<file path="config.mk">
export PLATFORM = sky130hd
export DESIGN_NAME = ifetch_unit_flat
export DESIGN_NICKNAME = d
export VERILOG_FILES = /design/src/rtl/ifetch_unit_if.sv /design/src/rtl/ifetch_unit.sv /design/src/flat_wrapper.sv
export SDC_FILE = /design/constraint.sdc
export NUM_CORES = 1
export LEC_CHECK = 0
export CORE_AREA = 2 2 176 178
export DETAILED_ROUTE_END_ITERATION = 7
export DIE_AREA = 0 0 178 180
export PLACE_DENSITY = 0.61
export RECOVER_POWER = 50
export SLEW_MARGIN = 25
export SYNTH_ARGS = -nofsm -noshare
export SYNTH_HDL_FRONTEND = slang
export SYNTH_SLANG_ARGS = --single-unit
</file>
<file path="constraint.sdc">
create_clock -name clk -period 6 [get_ports clk]
set_input_delay 1.5 -clock clk [delete_from_list [all_inputs] [get_ports clk]]
set_output_delay 1.5 -clock clk [all_outputs]
set_load 0.02 [all_outputs]
</file>
<file path="src/rtl/ifetch_unit_if.sv">
// ---------------------------------------------------------------------------
// ifetch_unit_if
// Bundles the buses around the instruction fetch unit.
//   imem_*     : instruction memory read port (address out, word/fault back)
//   redirect_* : PC redirect from branch resolution / trap logic
//   id_*       : valid/ready packet channel towards decode
// Modports:
//   master : the fetch unit's view (drives imem_addr and the id_* packet)
//   slave  : the environment's view (memory, redirect source, decode)
// ---------------------------------------------------------------------------
interface ifetch_unit_if;
  logic [63:0] imem_addr;
  logic [31:0] imem_instr;
  logic        imem_exc_en;
  logic [3:0]  imem_exc_code;
  logic [63:0] imem_exc_val;

  logic        redirect_en;
  logic [63:0] redirect_pc;

  logic        id_valid;
  logic        id_ready;
  logic [63:0] id_pc;
  logic [31:0] id_instr;
  logic        id_exc_en;
  logic [3:0]  id_exc_code;
  logic [63:0] id_exc_val;

  modport master (
    output imem_addr,
    input  imem_instr, imem_exc_en, imem_exc_code, imem_exc_val,
    input  redirect_en, redirect_pc,
    output id_valid, id_pc, id_instr, id_exc_en, id_exc_code, id_exc_val,
    input  id_ready
  );

  modport slave (
    input  imem_addr,
    output imem_instr, imem_exc_en, imem_exc_code, imem_exc_val,
    output redirect_en, redirect_pc,
    input  id_valid, id_pc, id_instr, id_exc_en, id_exc_code, id_exc_val,
    output id_ready
  );
endinterface

</file>
<file path="src/rtl/ifetch_unit.sv">
// ---------------------------------------------------------------------------
// ifetch_unit
// Owns the architectural fetch PC, drives the instruction memory read port
// and hands one fetched packet at a time to decode over valid/ready.
// After producing a faulted packet it stops fetching until redirected.
// Ports:
//   clk  : system clock, all state updates on the rising edge
//   rst  : synchronous active-high reset
//   bus  : ifetch_unit_if.master (imem_*, redirect_*, id_* signals)
// ---------------------------------------------------------------------------
module ifetch_unit #(
  parameter logic [63:0] RESET_PC  = 64'h0000_0000_8000_0000,
  parameter logic [31:0] NOP_INSTR = 32'h0000_0013
) (
  input logic           clk,
  input logic           rst,
  ifetch_unit_if.master bus
);

  localparam logic [0:0] ST_RUN        = 1'b0;
  localparam logic [0:0] ST_FAULT_HOLD = 1'b1;

  // Instruction-address-misaligned check done locally, independent of memory.
  function automatic logic is_misaligned(input logic [63:0] addr);
    return (addr[1:0] != 2'b00);
  endfunction

  logic [0:0]  state_r;
  logic [63:0] pc_r;
  logic        id_valid_r;
  logic [63:0] id_pc_r;
  logic [31:0] id_instr_r;
  logic        id_exc_en_r;
  logic [3:0]  id_exc_code_r;
  logic [63:0] id_exc_val_r;

  logic        slot_free_s;
  logic        nxt_exc_en_s;
  logic [3:0]  nxt_exc_code_s;
  logic [63:0] nxt_exc_val_s;
  logic [31:0] nxt_instr_s;

  // Build the packet that would be captured this cycle; misalignment wins over memory status.
  always_comb begin
    slot_free_s    = (!id_valid_r) || bus.id_ready;
    nxt_exc_en_s   = 1'b0;
    nxt_exc_code_s = 4'd0;
    nxt_exc_val_s  = 64'd0;
    nxt_instr_s    = NOP_INSTR;
    if (is_misaligned(pc_r)) begin
      nxt_exc_en_s   = 1'b1;
      nxt_exc_code_s = 4'd0;
      nxt_exc_val_s  = pc_r;
      nxt_instr_s    = NOP_INSTR;
    end else if (bus.imem_exc_en) begin
      nxt_exc_en_s   = 1'b1;
      nxt_exc_code_s = bus.imem_exc_code;
      nxt_exc_val_s  = bus.imem_exc_val;
      nxt_instr_s    = NOP_INSTR;
    end else begin
      nxt_exc_en_s   = 1'b0;
      nxt_exc_code_s = bus.imem_exc_code;
      nxt_exc_val_s  = bus.imem_exc_val;
      nxt_instr_s    = bus.imem_instr;
    end
  end

  // PC, fetch state and the registered decode packet.
  always_ff @(posedge clk) begin
    if (rst) begin
      state_r       <= ST_RUN;
      pc_r          <= RESET_PC;
      id_valid_r    <= 1'b0;
      id_pc_r       <= 64'd0;
      id_instr_r    <= NOP_INSTR;
      id_exc_en_r   <= 1'b0;
      id_exc_code_r <= 4'd0;
      id_exc_val_r  <= 64'd0;
    end else if (bus.redirect_en) begin
      // Flush: a coinciding handshake is already consumed, the memory
      // response of this cycle is simply not captured.
      state_r    <= ST_RUN;
      pc_r       <= bus.redirect_pc;
      id_valid_r <= 1'b0;
    end else begin
      case (state_r)
        ST_RUN: begin
          if (slot_free_s) begin
            id_valid_r    <= 1'b1;
            id_pc_r       <= pc_r;
            id_instr_r    <= nxt_instr_s;
            id_exc_en_r   <= nxt_exc_en_s;
            id_exc_code_r <= nxt_exc_code_s;
            id_exc_val_r  <= nxt_exc_val_s;
            if (nxt_exc_en_s) begin
              // Keep the PC on the faulting address; only a redirect moves it.
              state_r <= ST_FAULT_HOLD;
            end else begin
              pc_r <= pc_r + 64'd4;
            end
          end
        end
        ST_FAULT_HOLD: begin
          if (id_valid_r && bus.id_ready) begin
            id_valid_r <= 1'b0;
          end
        end
        default: begin
          state_r    <= ST_FAULT_HOLD;
          id_valid_r <= 1'b0;
        end
      endcase
    end
  end

  assign bus.imem_addr   = pc_r;
  assign bus.id_valid    = id_valid_r;
  assign bus.id_pc       = id_pc_r;
  assign bus.id_instr    = id_instr_r;
  assign bus.id_exc_en   = id_exc_en_r;
  assign bus.id_exc_code = id_exc_code_r;
  assign bus.id_exc_val  = id_exc_val_r;

endmodule
</file>
<file path="src/flat_wrapper.sv">
// flat-port wrapper written by rule: the top's interface ports become plain ports
module ifetch_unit_flat 
#(
  parameter logic [63:0] RESET_PC  = 64'h0000_0000_8000_0000,
  parameter logic [31:0] NOP_INSTR = 32'h0000_0013
)
  (clk, rst, bus_imem_addr, bus_imem_instr, bus_imem_exc_en, bus_imem_exc_code, bus_imem_exc_val, bus_redirect_en, bus_redirect_pc, bus_id_valid, bus_id_pc, bus_id_instr, bus_id_exc_en, bus_id_exc_code, bus_id_exc_val, bus_id_ready);
  ifetch_unit_if bus_i ();
  input logic clk;
  input logic rst;
  output wire logic [$bits(bus_i.imem_addr)-1:0] bus_imem_addr;
  input wire logic [$bits(bus_i.imem_instr)-1:0] bus_imem_instr;
  input wire logic [$bits(bus_i.imem_exc_en)-1:0] bus_imem_exc_en;
  input wire logic [$bits(bus_i.imem_exc_code)-1:0] bus_imem_exc_code;
  input wire logic [$bits(bus_i.imem_exc_val)-1:0] bus_imem_exc_val;
  input wire logic [$bits(bus_i.redirect_en)-1:0] bus_redirect_en;
  input wire logic [$bits(bus_i.redirect_pc)-1:0] bus_redirect_pc;
  output wire logic [$bits(bus_i.id_valid)-1:0] bus_id_valid;
  output wire logic [$bits(bus_i.id_pc)-1:0] bus_id_pc;
  output wire logic [$bits(bus_i.id_instr)-1:0] bus_id_instr;
  output wire logic [$bits(bus_i.id_exc_en)-1:0] bus_id_exc_en;
  output wire logic [$bits(bus_i.id_exc_code)-1:0] bus_id_exc_code;
  output wire logic [$bits(bus_i.id_exc_val)-1:0] bus_id_exc_val;
  input wire logic [$bits(bus_i.id_ready)-1:0] bus_id_ready;
  assign bus_imem_addr = bus_i.imem_addr;
  assign bus_i.imem_instr = bus_imem_instr;
  assign bus_i.imem_exc_en = bus_imem_exc_en;
  assign bus_i.imem_exc_code = bus_imem_exc_code;
  assign bus_i.imem_exc_val = bus_imem_exc_val;
  assign bus_i.redirect_en = bus_redirect_en;
  assign bus_i.redirect_pc = bus_redirect_pc;
  assign bus_id_valid = bus_i.id_valid;
  assign bus_id_pc = bus_i.id_pc;
  assign bus_id_instr = bus_i.id_instr;
  assign bus_id_exc_en = bus_i.id_exc_en;
  assign bus_id_exc_code = bus_i.id_exc_code;
  assign bus_id_exc_val = bus_i.id_exc_val;
  assign bus_i.id_ready = bus_id_ready;
  ifetch_unit #(.RESET_PC(RESET_PC), .NOP_INSTR(NOP_INSTR)) u_core (.clk(clk), .rst(rst), .bus(bus_i));
endmodule
</file>
Yosys cells after proc, flatten, opt, wreduce, memory -nomap -nowiden

Index checks and enable logic that the tools add are counted.

Register bits: 231
Bits of input ports: 169

$add $sub $neg: 1
Eq/ne operators: 4
Mux-type cells: 16
Bitwise operators: 2
Reductions and logical operators: 9

Operators by type and width:

| cell                                                            | number |
|---|---|
| 64-bit two-way mux                                              | 5 |
| 64-bit by 3-bit adder with 64-bit output, second input constant | 1 |
| 32-bit two-way mux                                              | 2 |
| 1-bit two-way mux                                               | 7 |
| 2-bit != test, second input constant                            | 3 |
| 3-bit AND reduction                                             | 2 |
| 4-bit two-way mux                                               | 1 |
| 2-bit nonzero test                                              | 2 |
| 2-bit by 1-bit != test with 1-bit output, second input constant | 1 |
| 1-bit inverter                                                  | 2 |
| 1-bit case mux with 2 select lines                              | 1 |
| 2-bit AND reduction                                             | 1 |
| 2-bit OR reduction                                              | 1 |
| 1-bit logical AND                                               | 1 |
| 1-bit logical NOT                                               | 1 |
| 1-bit logical OR                                                | 1 |

Depth between registers and ports, before layout

Gate-level depths: netlist (run 1).

Depth after elaboration: 6
Gate-level depth with buffers: 8
Depth with buffers taken out: 5

Worst setup path after synthesis (run 1)

No wires, ideal clock.

Kind: in2reg
From: in bus_imem_exc_en
To: reg u_core.pc_r[42] (netlist: u_core.bus.imem_addr[42])
Setup time: 0.091 ns
Arrival: 3.491 ns
Slack: 2.418 ns
Stages: 6
Path buffers: 1
Cell sequence: or3_4 or3_1 buf_2 or4_4 or4_1 a311oi_1

Longest elaborated chain between the ends: 4

Ends and longest elaborated chain:

| item                          | RTL line           | RTL |
|---|---|---|
| start: declaration            | flat_wrapper.sv:13 | `input wire logic [$bits(bus_i.imem_exc_en)-1:0] bus_imem_exc_en;` |
| 1-bit two-way mux             | ifetch_unit.sv:55  | `end else if (bus.imem_exc_en) begin` |
| 1-bit two-way mux             | ifetch_unit.sv:50  | `if (is_misaligned(pc_r)) begin` |
| 2-bit != test (no line)       | n/a                |  |
| 3-bit AND reduction (no line) | n/a                |  |
| end signal: assignment        | ifetch_unit.sv:83  | `pc_r <= bus.redirect_pc;` |
| end signal: assignment        | ifetch_unit.sv:99  | `pc_r <= pc_r + 64'd4;` |
| end: declaration              | ifetch_unit.sv:29  | `logic [63:0] pc_r;` |

Every way passes these cells.
A chain may end at the register's enable or synchronous reset.

Worst setup path in the final report (run 1)

From: in bus_redirect_en
To: reg u_core.pc_r[40] (netlist: u_core.bus.imem_addr[40])

Longest elaborated chain between the ends: 2

Ends and longest elaborated chain:

| item                                                          | RTL line           | RTL |
|---|---|---|
| start: declaration                                            | flat_wrapper.sv:16 | `input wire logic [$bits(bus_i.redirect_en)-1:0] bus_redirect_en;` |
| 2-bit != test (no line) or 2-bit nonzero test (tied branches) | n/a                |  |
| 3-bit AND reduction (no line)                                 | n/a                |  |

Several ways; a longest one is shown, not always the timed one.

==> results of run 1 <==
==> cells in the mapped netlist (5+ instances only) <==
cell type                  count
sky130_fd_sc_hd__nand2_1     258
sky130_fd_sc_hd__dfxtp_1     231
sky130_fd_sc_hd__nor2_1      150
sky130_fd_sc_hd__clkbuf_1    108
sky130_fd_sc_hd__a21oi_1      85
sky130_fd_sc_hd__o21ai_0      83
sky130_fd_sc_hd__a311oi_1     76
sky130_fd_sc_hd__nand3_1      38
sky130_fd_sc_hd__nand4_1      38
sky130_fd_sc_hd__a22oi_1      31
sky130_fd_sc_hd__nor3_1       22
sky130_fd_sc_hd__or4_1        20
sky130_fd_sc_hd__nor4_1       14
sky130_fd_sc_hd__and3_1       13
sky130_fd_sc_hd__o31ai_1      13
sky130_fd_sc_hd__inv_1        12
sky130_fd_sc_hd__a211oi_1     11
sky130_fd_sc_hd__a31oi_1      10
sky130_fd_sc_hd__buf_2        10
sky130_fd_sc_hd__and4_1        9
sky130_fd_sc_hd__o211ai_1      9
sky130_fd_sc_hd__mux2i_1       7
sky130_fd_sc_hd__or3_1         7
sky130_fd_sc_hd__or2_2         5
==> cells by family (layout without fill, tap and decap cells) <==
kind of cell	Yosys count	after routing	synth area share
AO/OA/AOI/OAI	348	348	0.223
other	0	1	0
multiplexers	8	8	0.00783
adder cells (fa/ha/maj)	1	1	0.00120
buffers and inverters	136	474	0.0515
XOR/XNOR	5	5	0.00422
AND/OR/NAND/NOR	602	602	0.267
flip-flops	231	231	0.445
==> per-stage QoR <==
step	utilization	setup slack (ps)	instance area, µm²	cells	hold WS (ps)
final	0.511	1480	15400	2066	448
after global routing	0.511	1190	15400	2065	467
after CTS	0.512	2190	15500	2065	452
after detailed placement	0.481	1770	14500	2016	445
after global placement	0.481	1760	14500	2016	438
after floorplan	-	2420	10400	1331	468
==> final cells by class <==
cell class	instances	area [µm²]
Antenna cell	1	2.50
Fill cell	2934	14800
Tap cell	396	495
Multi-Input combinational cell	964	5250
Sequential cell	231	4630
Clock buffer	41	808
Inverter	12	45.0
Timing Repair Buffer	413	4090
Clock inverter	8	119
==> flip-flops by register name, summed over array words and instances (netlist names) <==
| name | count |
|---|---|
| u_core.bus.id_exc_code | 4 |
| u_core.bus.id_pc | 64 |
| u_core.bus.id_valid | 1 |
| u_core.bus.id_exc_en | 1 |
| u_core.bus.id_exc_val | 64 |
| u_core.bus.imem_addr | 64 |
| u_core.state_r | 1 |
| u_core.bus.id_instr | 32 |
==> per-layer routing <==
layer,up-vias,part of all wire
met2,510,0.46
met4,0,0.028
met5,-,0
met1,5297,0.42
met3,70,0.091
li1,5476,-
==> report_power, final <==
group | switching [mW] | internal, mW
clock | 0.674 | 1.05
sequential | 0.122 | 1.63
combinational | 0.397 | 0.331
total | 1.19 | 3.01
==> worst max-delay path: cells and delay by family <==
family	cells	cell delay (ps)
buf+inv	4	2720
compound gates	3	680
==> cells in the final DEF, fill, tap and decap left out, types with 4 or more instances in the layout <==
cell type / instances
sky130_fd_sc_hd__a211oi_1: 11
sky130_fd_sc_hd__a21oi_1: 85
sky130_fd_sc_hd__a22oi_1: 31
sky130_fd_sc_hd__a311oi_1: 76
sky130_fd_sc_hd__a31oi_1: 10
sky130_fd_sc_hd__and3_1: 13
sky130_fd_sc_hd__and4_1: 9
sky130_fd_sc_hd__buf_4: 11
sky130_fd_sc_hd__clkbuf_1: 8
sky130_fd_sc_hd__clkbuf_16: 27
sky130_fd_sc_hd__clkbuf_8: 8
sky130_fd_sc_hd__clkdlybuf4s50_1: 255
sky130_fd_sc_hd__clkinv_2: 4
sky130_fd_sc_hd__dfxtp_1: 229
sky130_fd_sc_hd__dlygate4sd3_1: 141
sky130_fd_sc_hd__inv_1: 11
sky130_fd_sc_hd__mux2i_1: 7
sky130_fd_sc_hd__nand2_1: 258
sky130_fd_sc_hd__nand3_1: 38
sky130_fd_sc_hd__nand4_1: 38
sky130_fd_sc_hd__nor2_1: 148
sky130_fd_sc_hd__nor2b_1: 4
sky130_fd_sc_hd__nor3_1: 21
sky130_fd_sc_hd__nor3b_1: 4
sky130_fd_sc_hd__nor4_1: 14
sky130_fd_sc_hd__o211ai_1: 9
sky130_fd_sc_hd__o21ai_0: 83
sky130_fd_sc_hd__o31ai_1: 13
sky130_fd_sc_hd__or2_2: 5
sky130_fd_sc_hd__or3_1: 7
sky130_fd_sc_hd__or4_1: 20
==> path summary, 6_finish.rpt <==
kind	startpoint	to	slack, ps
worst max-delay path	bus_redirect_en	u_core.bus.imem_addr[40]	1480
worst min-delay path	u_core.bus.id_pc[55]	u_core.bus.id_pc[55]	450
worst max register to register	u_core.bus.imem_addr[0]	u_core.bus.imem_addr[42]	2810
worst min register to register	u_core.bus.id_pc[55]	u_core.bus.id_pc[55]	450
==> results.yml, run 1 <==
critical_path:
  arrival_ps: 4920
  reg2reg_depth: 6
  worst_path_largest_cell_delay_ps: 1870
  critPathMaxFanout: 61
  startpoint_type: "input port"
  required_ps: 6400
  end_kind: "flip-flop"
  cp_slowest_cell: "sky130_fd_sc_hd__clkbuf_1"
  crit_path_cell_trace: "buf_2 -> buf_4 -> inv_2 -> clkbuf_1 -> o21ai_0 -> o211ai_1 -> o311ai_0"
  critical_path_class: "input port to flip-flop"
drt:
  route.vias.total: 11400
  post_drt_via_cell_ratio: 5.50
  finalWirelength_um: 42600
  drtAntennaViolNets: 0
  wire_per_inst_um: 20.6
  drt_first_pass_iters: 5
  detail_route.drc_violations: 0
  drt_iter0_markers: 811
global_routing:
  met2_usage: 0.414
  groute.layer.met3.usage: 0.0666
  globalRoute.totalOverflow: 0
  first_global_vias: 10900
  grt_pass1_wl_um: 64700
  grt_use_met1: 0.334
  gr-max-usage-layer: "met2"
  grt_start_max_net_pins: 95
  grtUsageTotal: 0.255
  antenna_found_initial: 1
clock_network:
  cts-htree-levels: 1
  cts-root-buf: "sky130_fd_sc_hd__clkbuf_16"
  tritoncts: "yes"
  post_cts_resize_count: 0
  path_clk_slew_ps: 60
  numCtsBuffers: 27
  max-clock-path-buffers: 3
  clkLatencyLatePin_ps: 550
  clock-sinks: 231
  post_cts.repair.setup_buffers: 0
  post_cts_hold_buffer_count: 0
layout:
  drive_gt1_frac: 0.0461
  layout.nets: 1819
  synthToLayoutAreaGrowth_pct: 48.5
timing:
  setup_total_negative_slack_ps: 0
  setup-violations-final: 0
  highest_clock_rate_mhz: 221
  worst_slew_pin_slew_ps: 2560
  finalClockSkew_ps: 19.4
  timing.slew.headroom: -0.705
  finalHoldViolations: 0
  max_slew_violations: 201
  unrepaired_setup_endpoints_after_global_routing: "false"
  final_period_minus_worst_setup_slack_ps: 4520
  finalCritPeriodShare: 0.753
synth:
  post_synth_net_total: 1501
  yosys_most_used_dff: "sky130_fd_sc_hd__dfxtp_1"
  netlist.area_leader.share: 0.445
  synth.area.top_cells: "sky130_fd_sc_hd__dfxtp_1, sky130_fd_sc_hd__nand2_1, sky130_fd_sc_hd__a311oi_1"
  ys_types: 61
  synth.cell_area_mm2: 0.0104
  postSynthRegisterBits: 231
  yosysWarnings: 0
  avgSynthCellArea_um2: 7.81
  async_flop_share: 0
  synth_area_leader_cell: "sky130_fd_sc_hd__dfxtp_1"
  synth_enable_flop_cells: 0
  syn_inst: 1331
  synth_sequential_area_ratio: 0.445
power_and_ir_drop:
  power-per-cell-area_mw_per_mm2: 273
  total_power_mw: 4.21
  leakage_nw: 5.62
  max-vdd-ir-drop_uv: 194
status:
  outcome: "finished with violations"
  violations: "capacitance limit, slew limit"
place:
  io_buffer_count: 398
  dp.final_hpwl_um: 29300
  gp_congestion: 0.916
die:
  placementRows: 64
  die_height_um: 180
  design.portCount: 399
  fp.dieW_um: 178
  initial_utilization: 0.344
  die-area_mm2: 0.0320
  placeableCoreArea_mm2: 0.0302
run:
  cap_viol_max_count: 3
hold_path:
  hold_depth: 2
  hold_path.class: "flip-flop to flip-flop"
Note: power is estimated with default switching activity, not from simulation.
==> run 2: changes to the inputs <==
- clock period: 6 -> 4.7 ns (I/O delays scaled with it)
==> run 2 against run 1 <==
Net effect:
- the flow still finishes with violations (capacitance limit, slew limit)
- clock skew shrank 4.0 ps
- sequential cell count is the same
- via count increased by 0.29%
- sequential power is 27% higher
- total power grew 29%
- sequential share of layout area is 0.23 points lower
- combinational power rose by 30%
- final area up 0.77%
- core utilization increased by 0.39 points
- hold slack about the same
- critical path depth down 1
- first-iteration DRC count increased by 28%
- largest power group is now clock
==> results.yml, run 2 (synthesis gave the netlist of run 1 again) <==
timing:
  finalHoldViolations: 0
  timing.slew.headroom: -0.168
  setup-violations-final: 0
  finalCritPeriodShare: 0.799
  unrepaired_setup_endpoints_after_global_routing: "false"
  setup_total_negative_slack_ps: 0
  highest_clock_rate_mhz: 266
  final_period_minus_worst_setup_slack_ps: 3760
  worst_slew_pin_slew_ps: 1750
  finalClockSkew_ps: 15.3
  max_slew_violations: 24
clock_network:
  numCtsBuffers: 28
  post_cts_hold_buffer_count: 0
  clkLatencyLatePin_ps: 540
  max-clock-path-buffers: 3
  tritoncts: "yes"
  post_cts.repair.setup_buffers: 0
  path_clk_slew_ps: 60
  cts-root-buf: "sky130_fd_sc_hd__clkbuf_16"
  cts-htree-levels: 1
  clock-sinks: 231
  post_cts_resize_count: 0
layout:
  synthToLayoutAreaGrowth_pct: 49.7
  final_common_cell: "sky130_fd_sc_hd__clkdlybuf4s50_1"
  drive_gt1_frac: 0.0484
  total_area_of_multi_input_combinational_cells_mm2: 0.00527
  seqCellArea_mm2: 0.00463
  layout.nets: 1825
  fillers: 2918
  layout.cells.most_common_list: "sky130_fd_sc_hd__clkdlybuf4s50_1, sky130_fd_sc_hd__nand2_1, sky130_fd_sc_hd__dfxtp_1"
critical_path:
  critPathMaxFanout: 24
  startpoint_type: "input port"
  end_kind: "flip-flop"
  required_ps: 5140
  arrival_ps: 4200
  critical_path_class: "input port to flip-flop"
die:
  die_height_um: 180
  design.portCount: 399
  placeableCoreArea_mm2: 0.0302
  die-area_mm2: 0.0320
  initial_utilization: 0.344
  fp.dieW_um: 178
  placementRows: 64
drt:
  drt_iter0_markers: 1041
  route.vias.total: 11400
  post_drt_via_cell_ratio: 5.49
  drt_first_pass_iters: 6
  finalWirelength_um: 42700
  drtAntennaViolNets: 0
  detail_route.drc_violations: 0
  wire_per_inst_um: 20.6
global_routing:
  grtUsageTotal: 0.256
  antenna_found_initial: 3
  grt_start_max_net_pins: 125
  grt_pass1_wl_um: 64900
  globalRoute.totalOverflow: 0
  first_global_vias: 10800
place:
  dp.final_hpwl_um: 29500
  gp_congestion: 0.918
  io_buffer_count: 398
power_and_ir_drop:
  total_power_mw: 5.43
  power-per-cell-area_mw_per_mm2: 349
  max-vdd-ir-drop_uv: 245
  leakage_nw: 5.67
hold_path:
  hold_path.class: "flip-flop to flip-flop"
run:
  cap_viol_max_count: 1
status:
  outcome: "finished with violations"
  violations: "capacitance limit, slew limit"
==> run 2: changes by cell type in the layout (fill, tap and decap cells not counted), moves of 2 or more <==
| cell | change |
|---|---|
| sky130_fd_sc_hd__clkbuf_8 | -2 |
| sky130_fd_sc_hd__buf_12 | +2 |
| sky130_fd_sc_hd__buf_4 | +4 |
| sky130_fd_sc_hd__clkbuf_1 | +2 |
| sky130_fd_sc_hd__clkbuf_16 | +2 |
| sky130_fd_sc_hd__dlygate4sd3_1 | -4 |
| sky130_fd_sc_hd__clkdlybuf4s50_1 | +4 |
==> run 2: critical path, cell delays in order <==
cell and delay (ps):
sky130_fd_sc_hd__buf_2 220, sky130_fd_sc_hd__or2_2 370, sky130_fd_sc_hd__nor2_1 1300, sky130_fd_sc_hd__clkbuf_1 780
sky130_fd_sc_hd__nor2_1 90, sky130_fd_sc_hd__a311oi_1 250
==> run 2: cell type report <==
cell class              instances  share of cell area
diodes                          2            0.000322
clock buffers                  43              0.0539
clock inverters                 7             0.00708
inverters                      12             0.00290
multi-input cells             964               0.339
flip-flops and latches        231               0.297
well taps                     396              0.0319
repair buffers                418               0.268
==> run 2: routing by layer <==
| layer | wire, µm | share of wire | track usage | vias to the layer above |
|---|---|---|---|---|
| li1 | - | - | - | 5485 |
| met5 | 30 | 0.00070 | 0 | - |
| met2 | 20000 | 0.47 | 0.421 | 528 |
| met4 | 1090 | 0.026 | 0.0649 | 4 |
| met1 | 17400 | 0.41 | 0.326 | 5287 |
| met3 | 4180 | 0.098 | 0.0753 | 82 |
==> run 2: final timing paths <==
path	start	endpoint	slack, ps	cells past startpoint
worst min-delay path	u_core.bus.id_pc[56]	u_core.bus.id_pc[56]	450	2
worst max register to register	u_core.state_r	u_core.bus.id_exc_val[16]	1500	5
worst max-delay path	bus_redirect_en	u_core.bus.id_exc_val[16]	940	6
worst min register to register	u_core.bus.id_pc[56]	u_core.bus.id_pc[56]	450	2
==> run 2: stage by stage <==
step | worst slack (ps) | utilization | hold slack [ps] | cell area (µm²) | instances
after floorplan | 1440 | - | 468 | 10400 | 1331
after global placement | 781 | 0.483 | 440 | 14600 | 2020
after detailed placement | 760 | 0.484 | 446 | 14600 | 2021
after CTS | 1320 | 0.516 | 454 | 15600 | 2071
after global routing | 629 | 0.515 | 467 | 15600 | 2072
final | 944 | 0.515 | 448 | 15600 | 2073
==> run 2: power breakdown <==
| part | total [mW] | internal [mW] | switching (mW) |
|---|---|---|---|
| combinational | 0.948 | 0.432 | 0.516 |
| sequential | 2.23 | 2.08 | 0.148 |
| clock | 2.25 | 1.38 | 0.874 |
| total | 5.43 | 3.90 | 1.54 |
